**src/rtl/core_pkg.sv**
```systemverilog
// core_pkg: types and constants shared by the hazard/forwarding controller.
//   REG_ADDR_W_DEF : default register index width
//   FWD_REGFILE    : fwd_sel encoding meaning "operand comes from the register file"
//   slot_t         : one in-flight writer entry {valid, rd, is_load}
package core_pkg;

   localparam int unsigned REG_ADDR_W_DEF = 5;
   localparam int unsigned FWD_REGFILE    = 0;

   typedef struct packed {
      logic                      valid;
      logic [REG_ADDR_W_DEF-1:0] rd;
      logic                      is_load;
   } slot_t;

endpackage

```
**src/rtl/hazard_match.sv**
```systemverilog
// hazard_match: forwarding-source search for one source operand.
// Ports:
//   slots_i       in  scoreboard, slot 0 = instruction now in EX (youngest)
//   rs_i          in  source register index read by ID
//   fwd_sel_o     out 0 = register file, k+1 = result of slot k
//   load_hazard_o out youngest match is a load whose data is not yet forwardable
module hazard_match
   import core_pkg::*;
#(
   parameter int unsigned FWD_DEPTH = 3,
   parameter int unsigned LOAD_LAT  = 2,
   parameter int unsigned SEL_W     = 2
) (
   input  slot_t [FWD_DEPTH-1:0] slots_i,
   input  logic [REG_ADDR_W_DEF-1:0] rs_i,
   output logic [SEL_W-1:0]          fwd_sel_o,
   output logic                      load_hazard_o
);

   logic found;

   // Priority search from the youngest slot; the first hit wins so older
   // writers to the same register are shadowed.
   always_comb begin
      found         = 1'b0;
      fwd_sel_o     = SEL_W'(FWD_REGFILE);
      load_hazard_o = 1'b0;
      for (int i = 0; i < int'(FWD_DEPTH); i++) begin
         if (!found && slots_i[i].valid && (slots_i[i].rd == rs_i) && (rs_i != '0)) begin
            found         = 1'b1;
            fwd_sel_o     = SEL_W'(i + 1);
            load_hazard_o = slots_i[i].is_load && (i < int'(LOAD_LAT) - 1);
         end
      end
   end

endmodule

```
**src/rtl/pipe_hazard.sv**
```systemverilog
// pipe_hazard: hazard, forwarding and branch-squash controller between ID and EX.
// Tracks FWD_DEPTH in-flight writers in a shift-register scoreboard, selects
// forwarding sources for both operands, stalls ID on load-use and squashes
// FLUSH_DEPTH issue slots after an accepted taken branch/jump.
// Ports:
//   clk, rst              clock, asynchronous active-high reset
//   id_valid              ID holds a real instruction
//   id_rs1/id_rs2/id_rd   ID register indices
//   id_regwrite           ID instruction writes id_rd
//   id_is_load            ID instruction is a load
//   ex_branch_taken       EX resolves a taken branch/jump
//   issue                 ID instruction advances to EX at the next edge
//   stall                 hold PC and ID; bubble into EX
//   flush                 ID contents are wrong-path; bubble into EX
//   fwd_sel1/fwd_sel2     0 = register file, k+1 = result of slot k
//   stall_cnt/flush_cnt_o cycle counters, present only with HAZARD_PERF_EN defined
// REG_ADDR_W must equal core_pkg::REG_ADDR_W_DEF (slot_t is sized by the package).
module pipe_hazard
   import core_pkg::*;
#(
   parameter int unsigned REG_ADDR_W  = REG_ADDR_W_DEF,
   parameter int unsigned FWD_DEPTH   = 3,
   parameter int unsigned LOAD_LAT    = 2,
   parameter int unsigned FLUSH_DEPTH = 2,
   localparam int unsigned SEL_W      = $clog2(FWD_DEPTH + 1)
) (
   input  logic                  clk,
   input  logic                  rst,
   input  logic                  id_valid,
   input  logic [REG_ADDR_W-1:0] id_rs1,
   input  logic [REG_ADDR_W-1:0] id_rs2,
   input  logic [REG_ADDR_W-1:0] id_rd,
   input  logic                  id_regwrite,
   input  logic                  id_is_load,
   input  logic                  ex_branch_taken,
   output logic                  issue,
   output logic                  stall,
   output logic                  flush,
   output logic [SEL_W-1:0]      fwd_sel1,
   output logic [SEL_W-1:0]      fwd_sel2
`ifdef HAZARD_PERF_EN
   ,
   output logic [31:0]           stall_cnt,
   output logic [31:0]           flush_cnt_o
`endif
);

   localparam int unsigned CNT_W = (FLUSH_DEPTH > 1) ? $clog2(FLUSH_DEPTH) : 1;

   slot_t [FWD_DEPTH-1:0] slots_q, slots_d;
   logic [CNT_W-1:0]      flush_cnt_q, flush_cnt_d;

   logic [SEL_W-1:0] sel1, sel2;
   logic             lh1, lh2;
   logic             branch_acc;
   logic             flush_raw, stall_raw, issue_raw;

   hazard_match #(
      .FWD_DEPTH (FWD_DEPTH),
      .LOAD_LAT  (LOAD_LAT),
      .SEL_W     (SEL_W)
   ) u_match_rs1 (
      .slots_i       (slots_q),
      .rs_i          (id_rs1),
      .fwd_sel_o     (sel1),
      .load_hazard_o (lh1)
   );

   hazard_match #(
      .FWD_DEPTH (FWD_DEPTH),
      .LOAD_LAT  (LOAD_LAT),
      .SEL_W     (SEL_W)
   ) u_match_rs2 (
      .slots_i       (slots_q),
      .rs_i          (id_rs2),
      .fwd_sel_o     (sel2),
      .load_hazard_o (lh2)
   );

   // A taken branch seen while squashing is itself wrong-path and is dropped.
   always_comb begin
      branch_acc = ex_branch_taken & (flush_cnt_q == '0);
      flush_raw  = branch_acc | (flush_cnt_q != '0);
      stall_raw  = id_valid & (lh1 | lh2) & ~flush_raw;
      issue_raw  = id_valid & ~stall_raw & ~flush_raw;
   end

   // Outputs are held quiet for the whole time reset is asserted.
   always_comb begin
      issue    = 1'b0;
      stall    = 1'b0;
      flush    = 1'b0;
      fwd_sel1 = SEL_W'(FWD_REGFILE);
      fwd_sel2 = SEL_W'(FWD_REGFILE);
      if (!rst) begin
         issue    = issue_raw;
         stall    = stall_raw;
         flush    = flush_raw;
         fwd_sel1 = sel1;
         fwd_sel2 = sel2;
      end
   end

   // Scoreboard shift; x0 writers never enter as valid so they cannot match.
   always_comb begin
      slots_d    = slots_q;
      slots_d[0] = '{valid:   issue & id_regwrite & (id_rd != '0),
                     rd:      id_rd,
                     is_load: id_is_load};
      for (int i = 1; i < int'(FWD_DEPTH); i++) begin
         slots_d[i] = slots_q[i-1];
      end
   end

   always_comb begin
      flush_cnt_d = flush_cnt_q;
      if (branch_acc) begin
         flush_cnt_d = CNT_W'(FLUSH_DEPTH - 1);
      end else if (flush_cnt_q != '0) begin
         flush_cnt_d = flush_cnt_q - 1'b1;
      end
   end

   always_ff @(posedge clk or posedge rst) begin
      if (rst) begin
         slots_q     <= '0;
         flush_cnt_q <= '0;
      end else begin
         slots_q     <= slots_d;
         flush_cnt_q <= flush_cnt_d;
      end
   end

`ifdef HAZARD_PERF_EN
   logic [31:0] stall_cnt_q, stall_cnt_d;
   logic [31:0] flush_cyc_q, flush_cyc_d;

   always_comb begin
      stall_cnt_d = stall_cnt_q + {31'd0, stall};
      flush_cyc_d = flush_cyc_q + {31'd0, flush};
   end

   always_ff @(posedge clk or posedge rst) begin
      if (rst) begin
         stall_cnt_q <= '0;
         flush_cyc_q <= '0;
      end else begin
         stall_cnt_q <= stall_cnt_d;
         flush_cyc_q <= flush_cyc_d;
      end
   end

   assign stall_cnt   = stall_cnt_q;
   assign flush_cnt_o = flush_cyc_q;
`endif

endmodule

```
**config.mk**
```make
export PLATFORM = sky130hd
export DESIGN_NAME = pipe_hazard
export DESIGN_NICKNAME = d
export VERILOG_FILES = /design/src/rtl/core_pkg.sv /design/src/rtl/hazard_match.sv /design/src/rtl/pipe_hazard.sv
export SDC_FILE = /design/constraint.sdc
export NUM_CORES = 1
export LEC_CHECK = 0
export BUFFER_PORTS_ARGS = -buffer_cell sky130_fd_sc_hd__buf_2
export CAP_MARGIN = 5
export CORE_ASPECT_RATIO = 1.1
export CORE_MARGIN = 10
export CORE_UTILIZATION = 54
export DETAILED_ROUTE_END_ITERATION = 6
export PLACE_DENSITY = 0.9
export RECOVER_POWER = 50
export SETUP_SLACK_MARGIN = 0.02
export SYNTH_ARGS = -nofsm -noshare
export SYNTH_HDL_FRONTEND = slang
export SYNTH_SLANG_ARGS = --single-unit
```
**constraint.sdc**
```tcl
create_clock -name clk -period 4 [get_ports clk]
set_input_delay 0.6 -clock clk [delete_from_list [all_inputs] [get_ports clk]]
set_output_delay 0.6 -clock clk [all_outputs]
set_load 0.02 [all_outputs]
```
==> impl_metrics.tcl <==
set metrics [dict create \
    crit_top_cell "buf_2" \
    totalWireLength_um 2250 \
    post_synth_num_cell_types 19 \
    cp-start-kind "primary input" \
    drt_pass1_iterations 4 \
    place_congestion 0.919 \
    portBuffers 27 \
    clk_path_buf_depth 2 \
    start_util_pct 55.9 \
    wl_per_cell_um 16.6 \
    cts_sinks 20 \
    grt_pass1_wl_um 3660 \
    dr_wl_met3_um 259 \
    crit_type "in -> out" \
    r2r_slack_ns 2.39 \
    cp.required_ns 3.40 \
    tns_ns 0 \
    grt_pass1_vias 859 \
    antenna_cells 0 \
    fmax_mhz 372 \
    place_hpwl_um 1870 \
    root_buffer "clkbuf_4" \
    rows 16 \
    met1_length_um 932 \
    synth_seq_area_share_pct 50.8 \
    multi_input_area_um2 477 \
    slowest_stage "or4_1" \
    leakage_nw 0.510 \
    synth_top_area_share_pct 50.8 \
    postCtsResizedCells 0 \
    hold_viol 0 \
    finClkSkew_ns 0.00100 \
    fin_util_pct 67.0 \
    setup_violations 0 \
    wl_met2_um 1040 \
    ir_drop_mv 0.224 \
    cts_tree "built" \
    postCtsHoldBufs 0 \
    vias 754 \
    cp_max_fo 4 \
    outcome "complete, no violations" \
    ff_latch_area_um2 500 \
    yosys-top-cells-area "dfrtp_1 51%, xnor2_1 14%, xor2_1 12%" \
    cts_setup_buffers 0 \
    ys_ff_latch 20 \
    grt_max_degree 21 \
    ys_warn_count 0 \
    syn_to_final_growth_pct 19.8 \
    core-area_um2 1760 \
    cts-buffers-inserted 3 \
    fp.dieArea_um2 3930 \
    cpPeakStageDelay_ns 0.56 \
    syn_area_um2 985 \
    io_pins 28 \
    drive_gt1_share_pct 28.8 \
    path_cells "buf_2 -> or4_1 -> nor2_2 -> nor4_2 -> o21ai_2 -> nor2b_1 -> buf_2" \
    hold_class "in -> reg" \
    synthCells 86 \
    endpoint_kind "output port" \
    cts.clk_slew.worst_paths_ns 0.10 \
    crit_arrival_ns 2.09 \
    fin_crit_sh_pct 67.2 \
    p_per_area_nw_per_um2 328 \
    vias_per_cell 5.54 \
    die_y_um 64.8 \
    rsz0062_at_grt "no" \
    max-cap-violations 0 \
    syn_nets 107 \
    synth_top_area_cell "dfrtp_1" \
    drt_iter0_drc 29 \
    antenna_found_initial 0 \
    cts_max_level 1 \
    slew_viol_final 0 \
    num-fill-cells 140 \
    worstSkewPairLatency_ns 0.29 \
    die_w_um 60.7 \
    tightest_slew_ns 1.02 \
    grt.total_usage_pct 11.6 \
    period_needed_ns 2.69 \
    ant_nets 0 \
    drc 0 \
    grt.overflow.total 0 \
    relSlewSlack_pct 32.3 \
    final_nets 140 \
    top_layer "met4" \
    avgSynthCellArea_um2 11.4 \
]
[synthesized netlist by cell type, drive strengths merged]
library cell,number
nand4,5
o21ai,2
nor3,2
nand2b,1
nand4b,1
a21oi,2
nor2b,3
or4,3
inv,2
nor4,6
dfrtp,20
nand3,1
xor2,14
xnor2,16
nor3b,1
nor2,7
[cells by family after synthesis]
family                 after synthesis  synth area share (%)
AND/OR/NAND/NOR                     30                  19.3
AO/OA/AOI/OAI                        4                  2.41
buffers and inverters                2                 0.763
XOR/XNOR                            30                  26.7
flip-flops                          20                  50.8
[power breakdown]
part | switching (W) | total, W | internal (W) | leakage, nW
sequential | 0.00000965 | 0.000221 | 0.000212 | 0.240
combinational | 0.0000293 | 0.0000551 | 0.0000258 | 0.248
clock | 0.0000553 | 0.000111 | 0.0000554 | 0.0210
total | 0.0000943 | 0.000387 | 0.000293 | 0.510
[routing by layer]
metal,up-vias,global-route usage [%]
met5,-,0
li1,365,-
met3,4,5.07
met4,0,3.30
met2,31,18.8
met1,354,13.5
[stage by stage]
step           total power, W  setup WS, ns  cell area, um^2  hold slack [ns]  std cells
6_report             0.000387          1.31             1180            0.411        136
5_1_grt              0.000406          1.25             1180            0.402        136
4_1_cts              0.000391          1.30             1190            0.390        136
3_5_place_dp         0.000281          1.32             1150            0.407        132
3_3_place_gp         0.000279          1.43             1150            0.395        132
2_1_floorplan        0.000254          1.56              985            0.373         86
[state kept, by name, indices dropped and copies added (netlist names)]
name,count
flush_cnt_q,1
slots_q,6
slots_d,13
[worst paths after layout]
check                      cells after the start           to         from
min                                            1   slots_d[7]   id_is_load
min in group asynchronous                      3  slots_d[20]          rst
max in group asynchronous                      3  slots_q[16]          rst
max                                            7        issue    id_rs1[0]
max reg2reg                                    5  slots_d[13]  slots_d[11]
min reg2reg                                    0  slots_d[20]  slots_d[13]
[layout by cell type, fill, tap and decap left out, types with 2 or more instances in the layout]
cell	n
nor3_1	2
a21oi_1	2
dfrtp_1	20
nor2b_1	3
xor2_1	14
xnor2_1	16
clkbuf_4	3
nor2_2	2
clkbuf_1	3
buf_2	25
nor4_1	5
nand4_1	5
inv_1	2
nor2_1	5
or4_1	3
[area by class of cell]
class	count	area share, %
Clock buffer	4	3.08
Inverter	2	0.636
Multi-Input combinational cell	64	40.4
Sequential cell	20	42.4
Tap cell	18	1.91
Timing Repair Buffer	28	11.6
[critical path: cells and delay by family]
| kind | cells | cell delay, ns |
|---|---|---|
| AOI/OAI and AO/OA | 1 | 0.18 |
| buffers and inverters | 2 | 0.31 |
| and+or+nand+nor | 4 | 1.01 |
Power figures use the tool's default switching activity.
